File: src/rtl/alu_share_arb.sv
// Two-requester round-robin front end for one shared ALU: captures each request,
// issues at most one op per cycle and holds each result until its requester takes it.
module alu_share_arb #(
   parameter int W      = 32,
   parameter int OPW    = 5,
   parameter int MAX_OP = 16,
   parameter int CNT_W  = 16
) (
   input  logic             clk,
   input  logic             rst_n,
   input  logic             r0_req_valid,
   output logic             r0_req_ready,
   input  logic [OPW-1:0]   r0_op,
   input  logic [W-1:0]     r0_a,
   input  logic [W-1:0]     r0_b,
   output logic             r0_rsp_valid,
   input  logic             r0_rsp_ready,
   output logic [W-1:0]     r0_rsp_data,
   output logic             r0_rsp_zero,
   output logic             r0_rsp_ovf,
   output logic             r0_rsp_err,
   output logic [CNT_W-1:0] r0_grant_cnt,
   input  logic             r1_req_valid,
   output logic             r1_req_ready,
   input  logic [OPW-1:0]   r1_op,
   input  logic [W-1:0]     r1_a,
   input  logic [W-1:0]     r1_b,
   output logic             r1_rsp_valid,
   input  logic             r1_rsp_ready,
   output logic [W-1:0]     r1_rsp_data,
   output logic             r1_rsp_zero,
   output logic             r1_rsp_ovf,
   output logic             r1_rsp_err,
   output logic [CNT_W-1:0] r1_grant_cnt,
   output logic [OPW-1:0]   alu_op,
   output logic [W-1:0]     alu_a,
   output logic [W-1:0]     alu_b,
   output logic             alu_busy,
   input  logic [W-1:0]     alu_out,
   input  logic             alu_zero,
   input  logic             alu_ovf
);

   typedef enum logic [1:0] {IDLE = 2'd0, PEND = 2'd1, DONE = 2'd2} st_t;

   st_t              st_p0  [2];
   st_t              st_nxt [2];
   logic             last_gnt;
   logic [1:0]       req_vld, rsp_rdy, pend, gnt, legal;
   logic [OPW-1:0]   op_in  [2];
   logic [W-1:0]     a_in   [2];
   logic [W-1:0]     b_in   [2];
   logic [OPW-1:0]   op_p0  [2];
   logic [W-1:0]     a_p0   [2];
   logic [W-1:0]     b_p0   [2];
   logic [W-1:0]     data_p1 [2];
   logic [1:0]       zero_p1, ovf_p1, err_p1;
   logic [CNT_W-1:0] cnt_p1 [2];

   function automatic logic [CNT_W-1:0] sat_inc(input logic [CNT_W-1:0] c);
      return (&c) ? c : c + 1'b1;
   endfunction

   assign req_vld = {r1_req_valid, r0_req_valid};
   assign rsp_rdy = {r1_rsp_ready, r0_rsp_ready};
   assign op_in[0] = r0_op;
   assign op_in[1] = r1_op;
   assign a_in[0]  = r0_a;
   assign a_in[1]  = r1_a;
   assign b_in[0]  = r0_b;
   assign b_in[1]  = r1_b;

   // Arbitration: a lone pending requester wins; on a tie the one not granted last wins
   always_comb begin
      pend  = '0;
      legal = '0;
      gnt   = '0;
      for (int k = 0; k < 2; k++) begin
         pend[k]  = (st_p0[k] == PEND);
         legal[k] = (op_p0[k] <= OPW'(MAX_OP));
      end
      gnt[0] = pend[0] && (!pend[1] ||  last_gnt);
      gnt[1] = pend[1] && (!pend[0] || !last_gnt);
   end

   // Illegal ops still consume the grant slot but never reach the ALU
   always_comb begin
      alu_op   = '0;
      alu_a    = '0;
      alu_b    = '0;
      alu_busy = 1'b0;
      for (int k = 0; k < 2; k++) begin
         if (gnt[k] && legal[k]) begin
            alu_op   = op_p0[k];
            alu_a    = a_p0[k];
            alu_b    = b_p0[k];
            alu_busy = 1'b1;
         end
      end
   end

   always_comb begin
      for (int k = 0; k < 2; k++) begin
         st_nxt[k] = st_p0[k];
         case (st_p0[k])
            IDLE:    if (req_vld[k]) st_nxt[k] = PEND;
            PEND:    if (gnt[k])     st_nxt[k] = DONE;
            DONE:    if (rsp_rdy[k]) st_nxt[k] = IDLE;
            default: st_nxt[k] = IDLE;
         endcase
      end
   end

   always_ff @(posedge clk or negedge rst_n) begin
      if (!rst_n) begin
         for (int k = 0; k < 2; k++) begin
            st_p0[k]  <= IDLE;
            cnt_p1[k] <= '0;
         end
         last_gnt <= 1'b1;
      end else begin
         for (int k = 0; k < 2; k++) begin
            st_p0[k] <= st_nxt[k];
            if (gnt[k]) cnt_p1[k] <= sat_inc(cnt_p1[k]);
         end
         if (gnt[0])      last_gnt <= 1'b0;
         else if (gnt[1]) last_gnt <= 1'b1;
      end
   end

   // Stage p0 holds the captured request; stage p1 holds the response
   always_ff @(posedge clk or negedge rst_n) begin
      if (!rst_n) begin
         for (int k = 0; k < 2; k++) begin
            op_p0[k]   <= '0;
            a_p0[k]    <= '0;
            b_p0[k]    <= '0;
            data_p1[k] <= '0;
         end
         zero_p1 <= '0;
         ovf_p1  <= '0;
         err_p1  <= '0;
      end else begin
         for (int k = 0; k < 2; k++) begin
            if (st_p0[k] == IDLE && req_vld[k]) begin
               op_p0[k] <= op_in[k];
               a_p0[k]  <= a_in[k];
               b_p0[k]  <= b_in[k];
            end
            if (gnt[k]) begin
               if (legal[k]) begin
                  data_p1[k] <= alu_out;
                  zero_p1[k] <= alu_zero;
                  ovf_p1[k]  <= alu_ovf;
                  err_p1[k]  <= 1'b0;
               end else begin
                  data_p1[k] <= '0;
                  zero_p1[k] <= 1'b1;
                  ovf_p1[k]  <= 1'b0;
                  err_p1[k]  <= 1'b1;
               end
            end
         end
      end
   end

   assign r0_req_ready = (st_p0[0] == IDLE);
   assign r1_req_ready = (st_p0[1] == IDLE);
   assign r0_rsp_valid = (st_p0[0] == DONE);
   assign r1_rsp_valid = (st_p0[1] == DONE);
   assign r0_rsp_data  = data_p1[0];
   assign r1_rsp_data  = data_p1[1];
   assign r0_rsp_zero  = zero_p1[0];
   assign r1_rsp_zero  = zero_p1[1];
   assign r0_rsp_ovf   = ovf_p1[0];
   assign r1_rsp_ovf   = ovf_p1[1];
   assign r0_rsp_err   = err_p1[0];
   assign r1_rsp_err   = err_p1[1];
   assign r0_grant_cnt = cnt_p1[0];
   assign r1_grant_cnt = cnt_p1[1];

endmodule

File: config.mk
export PLATFORM = sky130hd
export DESIGN_NAME = alu_share_arb
export DESIGN_NICKNAME = d
export VERILOG_FILES = /design/src/rtl/alu_share_arb.sv
export SDC_FILE = /design/constraint.sdc
export NUM_CORES = 1
export LEC_CHECK = 0
export BUFFER_PORTS_ARGS = -buffer_cell sky130_fd_sc_hd__buf_2
export CORE_MARGIN = 3
export CORE_UTILIZATION = 50
export DETAILED_ROUTE_END_ITERATION = 8
export GPL_TIMING_DRIVEN = 0
export MAX_ROUTING_LAYER = met4
export PLACE_DENSITY = 0.8
export SETUP_SLACK_MARGIN = 0.1
export SYNTH_ARGS = -nofsm -noshare
export SYNTH_HDL_FRONTEND = slang
export SYNTH_SLANG_ARGS = --single-unit
File: constraint.sdc
create_clock -name clk -period 2.45 [get_ports clk]
set_input_delay 0.49 -clock clk [delete_from_list [all_inputs] [get_ports clk]]
set_output_delay 0.49 -clock clk [all_outputs]
set_load 0.005 [all_outputs]
# After elaboration in Yosys (flattened, before gate mapping)

Index checks and enable logic that the tools add are counted.

Output and inout port bits: 176
Logic and storage cells: 81
Bits of input ports: 178
Register bits after elaboration: 245

Add/sub/neg operators: 2
$lt $le $gt $ge: 2
Reduce and logical (&&, ||, !) cells: 20
Equal/unequal tests: 10
Mux-type cells: 26
Bitwise operators: 2

Operators by type and width:

| cell                  | number |
|---|---|
| $mux 32               | 6 |
| $add 16x1->16 const B | 2 |
| $reduce_and 16->1     | 2 |
| $mux 2                | 6 |
| $pmux 2 s3            | 2 |
| $le 5x5->1 const B    | 2 |
| $mux 1                | 10 |
| $mux 5                | 2 |
| $ne 2x1->1 const B    | 4 |
| $logic_and 1x1->1     | 6 |
| $reduce_and 3->1      | 2 |
| $eq 2x1->1 const B    | 2 |
| $eq 2x2->1 const B    | 2 |
| $logic_not 2->1       | 2 |
| $ne 2x2->1 const B    | 2 |
| $reduce_and 2->1      | 2 |
| $logic_not 1->1       | 3 |
| $logic_or 1x1->1      | 2 |
| $not 1->1             | 2 |
| $reduce_bool 2->1     | 1 |

# Depth between registers and ports, before layout

Depth in word-level cells: 7
Gate-level depth with buffers: 6
Depth with buffers taken out: 5

# Worst setup path before layout

OpenSTA, ideal clock, no wires.

Path kind: register -> output
Start: register op_p0[5] (netlist bit)
End: output port alu_a[0]
Cell stages (with the launch flop): 6
Path buffers: 2
Data arrival time: 1524 ps
Path slack: 436 ps
Data required time: 1960 ps
Cells stage by stage: dfrtp_1 o41a_1 nor3_4 buf_2 buf_2 a22o_1

Longest elaborated chain between the ends: 4

Ends and longest elaborated chain:

| what                            | RTL line | RTL |
|---|---|---|
| start, declared                 | 53       | `logic [OPW-1:0] op_p0 [2];` |
| start signal, assigned by index | 146      | `op_p0[k] <= op_in[k];` |
| $le 5x5->1                      | 80       | `legal[k] = (op_p0[k] <= OPW'(MAX_OP));` |
| $logic_and 1x1->1               | 93       | `if (gnt[k] && legal[k]) begin` |
| $mux 32 (2 in a row)            | 93       |  |
| end, declared                   | 36       | `output logic [W-1:0] alu_a,` |

Every way passes these cells.

# Worst setup path in the final report

Start: register op_p0[5] (netlist bit)
End: output port alu_b[17]

Longest elaborated chain between the ends: 4

Ends and longest elaborated chain:

| what                 | RTL line | RTL |
|---|---|---|
| $le 5x5->1           | 80       |  |
| $logic_and 1x1->1    | 93       |  |
| $mux 32 (2 in a row) | 93       |  |
| end, declared        | 37       | `output logic [W-1:0] alu_b,` |

Every way passes these cells.

==> results.md <==
- Status: finished, violations left
- Failing checks: negative setup slack
- Inst Count DP: roughly 1300
- Slew Limit Fails: 0
- DR WL/cell: 20.9 um
- Seq cells post-synth: 245
- Syn. warnings: 0
- CP Class: flip-flop to output pin
- Most frequent cells after synthesis: dfrtp_1 (244), mux2_2 (135), a22o_1 (134), buf_2 (24), xor2_1 (19)
- Critical Path AT: 2300 ps
- H-tree depth: 1
- Hold Path Class: input pin to flip-flop
- Core ar.: 0.0197 mm2
- Ys flop type: dfrtp_1
- Initial antenna violation count: 8
- Worst Clk Skew: 11.0 ps
- Largest cells by area after synthesis: dfrtp_1 (60%), mux2_2 (15%), a22o_1 (12%)
- Unrepaired setup endpoints after global routing: yes
- CP max FO: 10
- Final Hold Fails: 0
- Setup TNS: -21540 ps
- Largest net degree at the start of global routing: between 100 and 150
- Die area: between 0.02 and 0.025 mm2
- Setup slack on the worst flop-to-flop path: between 200 and 300 ps
- Minimum clock period: between 2000 and 3000 ps
- Maximum vdd drop: 0.808 mV
- Die Wd: 149 um
- Root buf cell: clkbuf_16
- Total power: around 0.018 W
- Antenna Violating Nets Remaining: 0
- Vias in the first global route: ~8000
- Least-Margin Pin Slew: ~680 ps
- Post-synth EDFFs: 0
- Clock-pin slew on the worst setup and hold paths: 60 ps
- Seq/Total Area, Yosys: between 60% and 70%
- Die height: ~150 um
- Vias: 7800
- Syn Area/Cell: ~14 um2
- First-pass DRT Iterations: 5
- Headroom to the max-slew limit: between 50% and 60%
- Remaining DRCs: 0
- Max Clk Rate: 0.358 GHz
- I/O Buffers: 353
- First-pass GRT wire length: between 40000 and 50000 um
- Pwr/cell area: 1290 mW/mm2
- Post-synth top area cell: dfrtp_1
- Clk_lat worst skew: 520 ps
- Initial Util: between 50% and 60%
- Final Wtd Congestion: 0.869
- CTS Buffer Depth: 3
- Synth unique cells: 52
- Setup ws final: -344 ps
- Io pins: roughly 350
- CTS Buf Count: 26
- Worst EP required: ~2000 ps
- Fraction of registers with async set/reset: 100%
- Cell area after synthesis: around 0.01 mm2
- Total GRT Usage: about a quarter
- Initial drt markers: 306
- P_leak: 6.86 nW
- Detailed Place HPWL: roughly 21000 um
- CTS tree: done
- Syn Inst Count: between 700 and 800
- Crit. End Element: output pin
- Total congestion overflow: 0
- Routed WL: between 20000 and 30000 um
- Post-Layout Cell Count: 1411
- Hold slack: around 170 ps
- Syn nets: 900
- Dpl cell area: 0.0123 mm2
- Final period utilization: 114%
- FILL cells: 1393
- Worst setup SP type: flip-flop
- Vias per inst: about 5.5
- Post-route cell area: ~0.014 mm2
- Most common cell in the netlist: dfrtp_1
- Fin nets: ~1300
- Sink Count: between 200 and 250
- Share of cells above drive strength 1: a little over half
- Layout area overhead: 34.3%
- Top cell type's share of synthesized area: between 50 and 60%
- Max cap viols: 0
- Setup violators final: 69
- Cell row count: about 50
[critical path: stages (launching register included)]
cell and delay [ps]:
dfrtp_1 400, o41a_1 520, nor3_4 230, buf_12 210
buf_8 150, a22o_1 150, buf_2 110
[cells by family (layout without fill, tap and decap cells)]
group | Yosys count | after routing | share of synthesized area (%)
and+or+nand+nor | 102 | 102 | 6.11
xor gates and xnor gates | 24 | 24 | 2.07
buffers and inverters | 50 | 467 | 2.77
AOI/OAI and AO/OA | 155 | 155 | 12.8
muxes | 142 | 142 | 15.7
other | 0 | 9 | 0
adders and majority gates | 2 | 2 | 0.246
DFF | 245 | 245 | 60.2
[path summary, 6_finish.rpt]
path,startpoint,endpoint,cells after the start
setup / recovery,op_p0[5]$_DFFE_PN0P_,alu_b[17],6
hold / removal,r0_rsp_ready,st_p0[3]$_DFFE_PN0P_,2
setup reg to reg,st_p0[1]$_DFFE_PN0P_,b_p0[27]$_DFFE_PN0P_,7
hold reg to reg,last_gnt$_DFFE_PN1P_,last_gnt$_DFFE_PN1P_,2
max in group asynchronous,rst_n,a_p0[45]$_DFFE_PN0P_,3
min in group asynchronous,rst_n,r0_rsp_data[13]$_DFFE_PN0N_,2
[placed cells by master (no fill, tap or decap), types with 14 or more instances in the layout]
cell         n
a22o_1     134
dfrtp_1    243
mux2_2     135
nor2_1      17
buf_2      368
xor2_1      19
buf_4       17
nand2_1     14
clkbuf_16   28
buf_8       14
[per-layer routing]
metal | global-route usage [%] | vias up | routed length (um)
met2 | 44.0 | 349 | 14600
met5 | - | - | 0
met4 | 7.02 | 0 | 852
li1 | - | 3527 | -
met1 | 32.0 | 3866 | 11200
met3 | 7.92 | 58 | 2870
[power breakdown]
group,internal [W],switching (W),total (W)
logic,0.00350,0.00280,0.00630
registers,0.00587,0.00115,0.00702
clock network,0.00277,0.00159,0.00436
[flip-flops by register name, summed over array words and instances, names as in the netlist]
register and cells:
r1_grant_cnt 16, op_p0 10, r1_rsp_data 32, st_p0 4, zero_p1 2, ovf_p1 2, b_p0 64, r0_grant_cnt 16
r0_rsp_data 32, err_p1 2, last_gnt 1, a_p0 64
[stage by stage]
step	setup WS, ps	utilization [%]
floorplan	436	-
global placement	-3410	62.3
detailed placement	-209	62.6
CTS	-426	68.9
global route	-410	69.3
finish	-344	69.4
[what timing repair did]
action                                  CTS  global route
hold buffers                              1             0
buffers inserted                          9             3
resized for setup                        48             8
pin swaps                                 6             4
gates cloned                              1             0
endpoints found under the setup margin   70            70
endpoints found under the hold margin     7             0
[area by class of cell]
class	count	area [um2]	share of cell area [%]
multi-input cells	425	3790	27.7
clock buffers	38	797	5.83
flip-flops and latches	245	6130	44.9
diodes	9	22.5	0.165
inverters	4	15.0	0.110
clock inverters	10	175	1.28
plain buffers	46	440	3.22
well taps	265	332	2.42
repair buffers	369	1970	14.4
No activity file was read; power rests on OpenSTA's default activity.
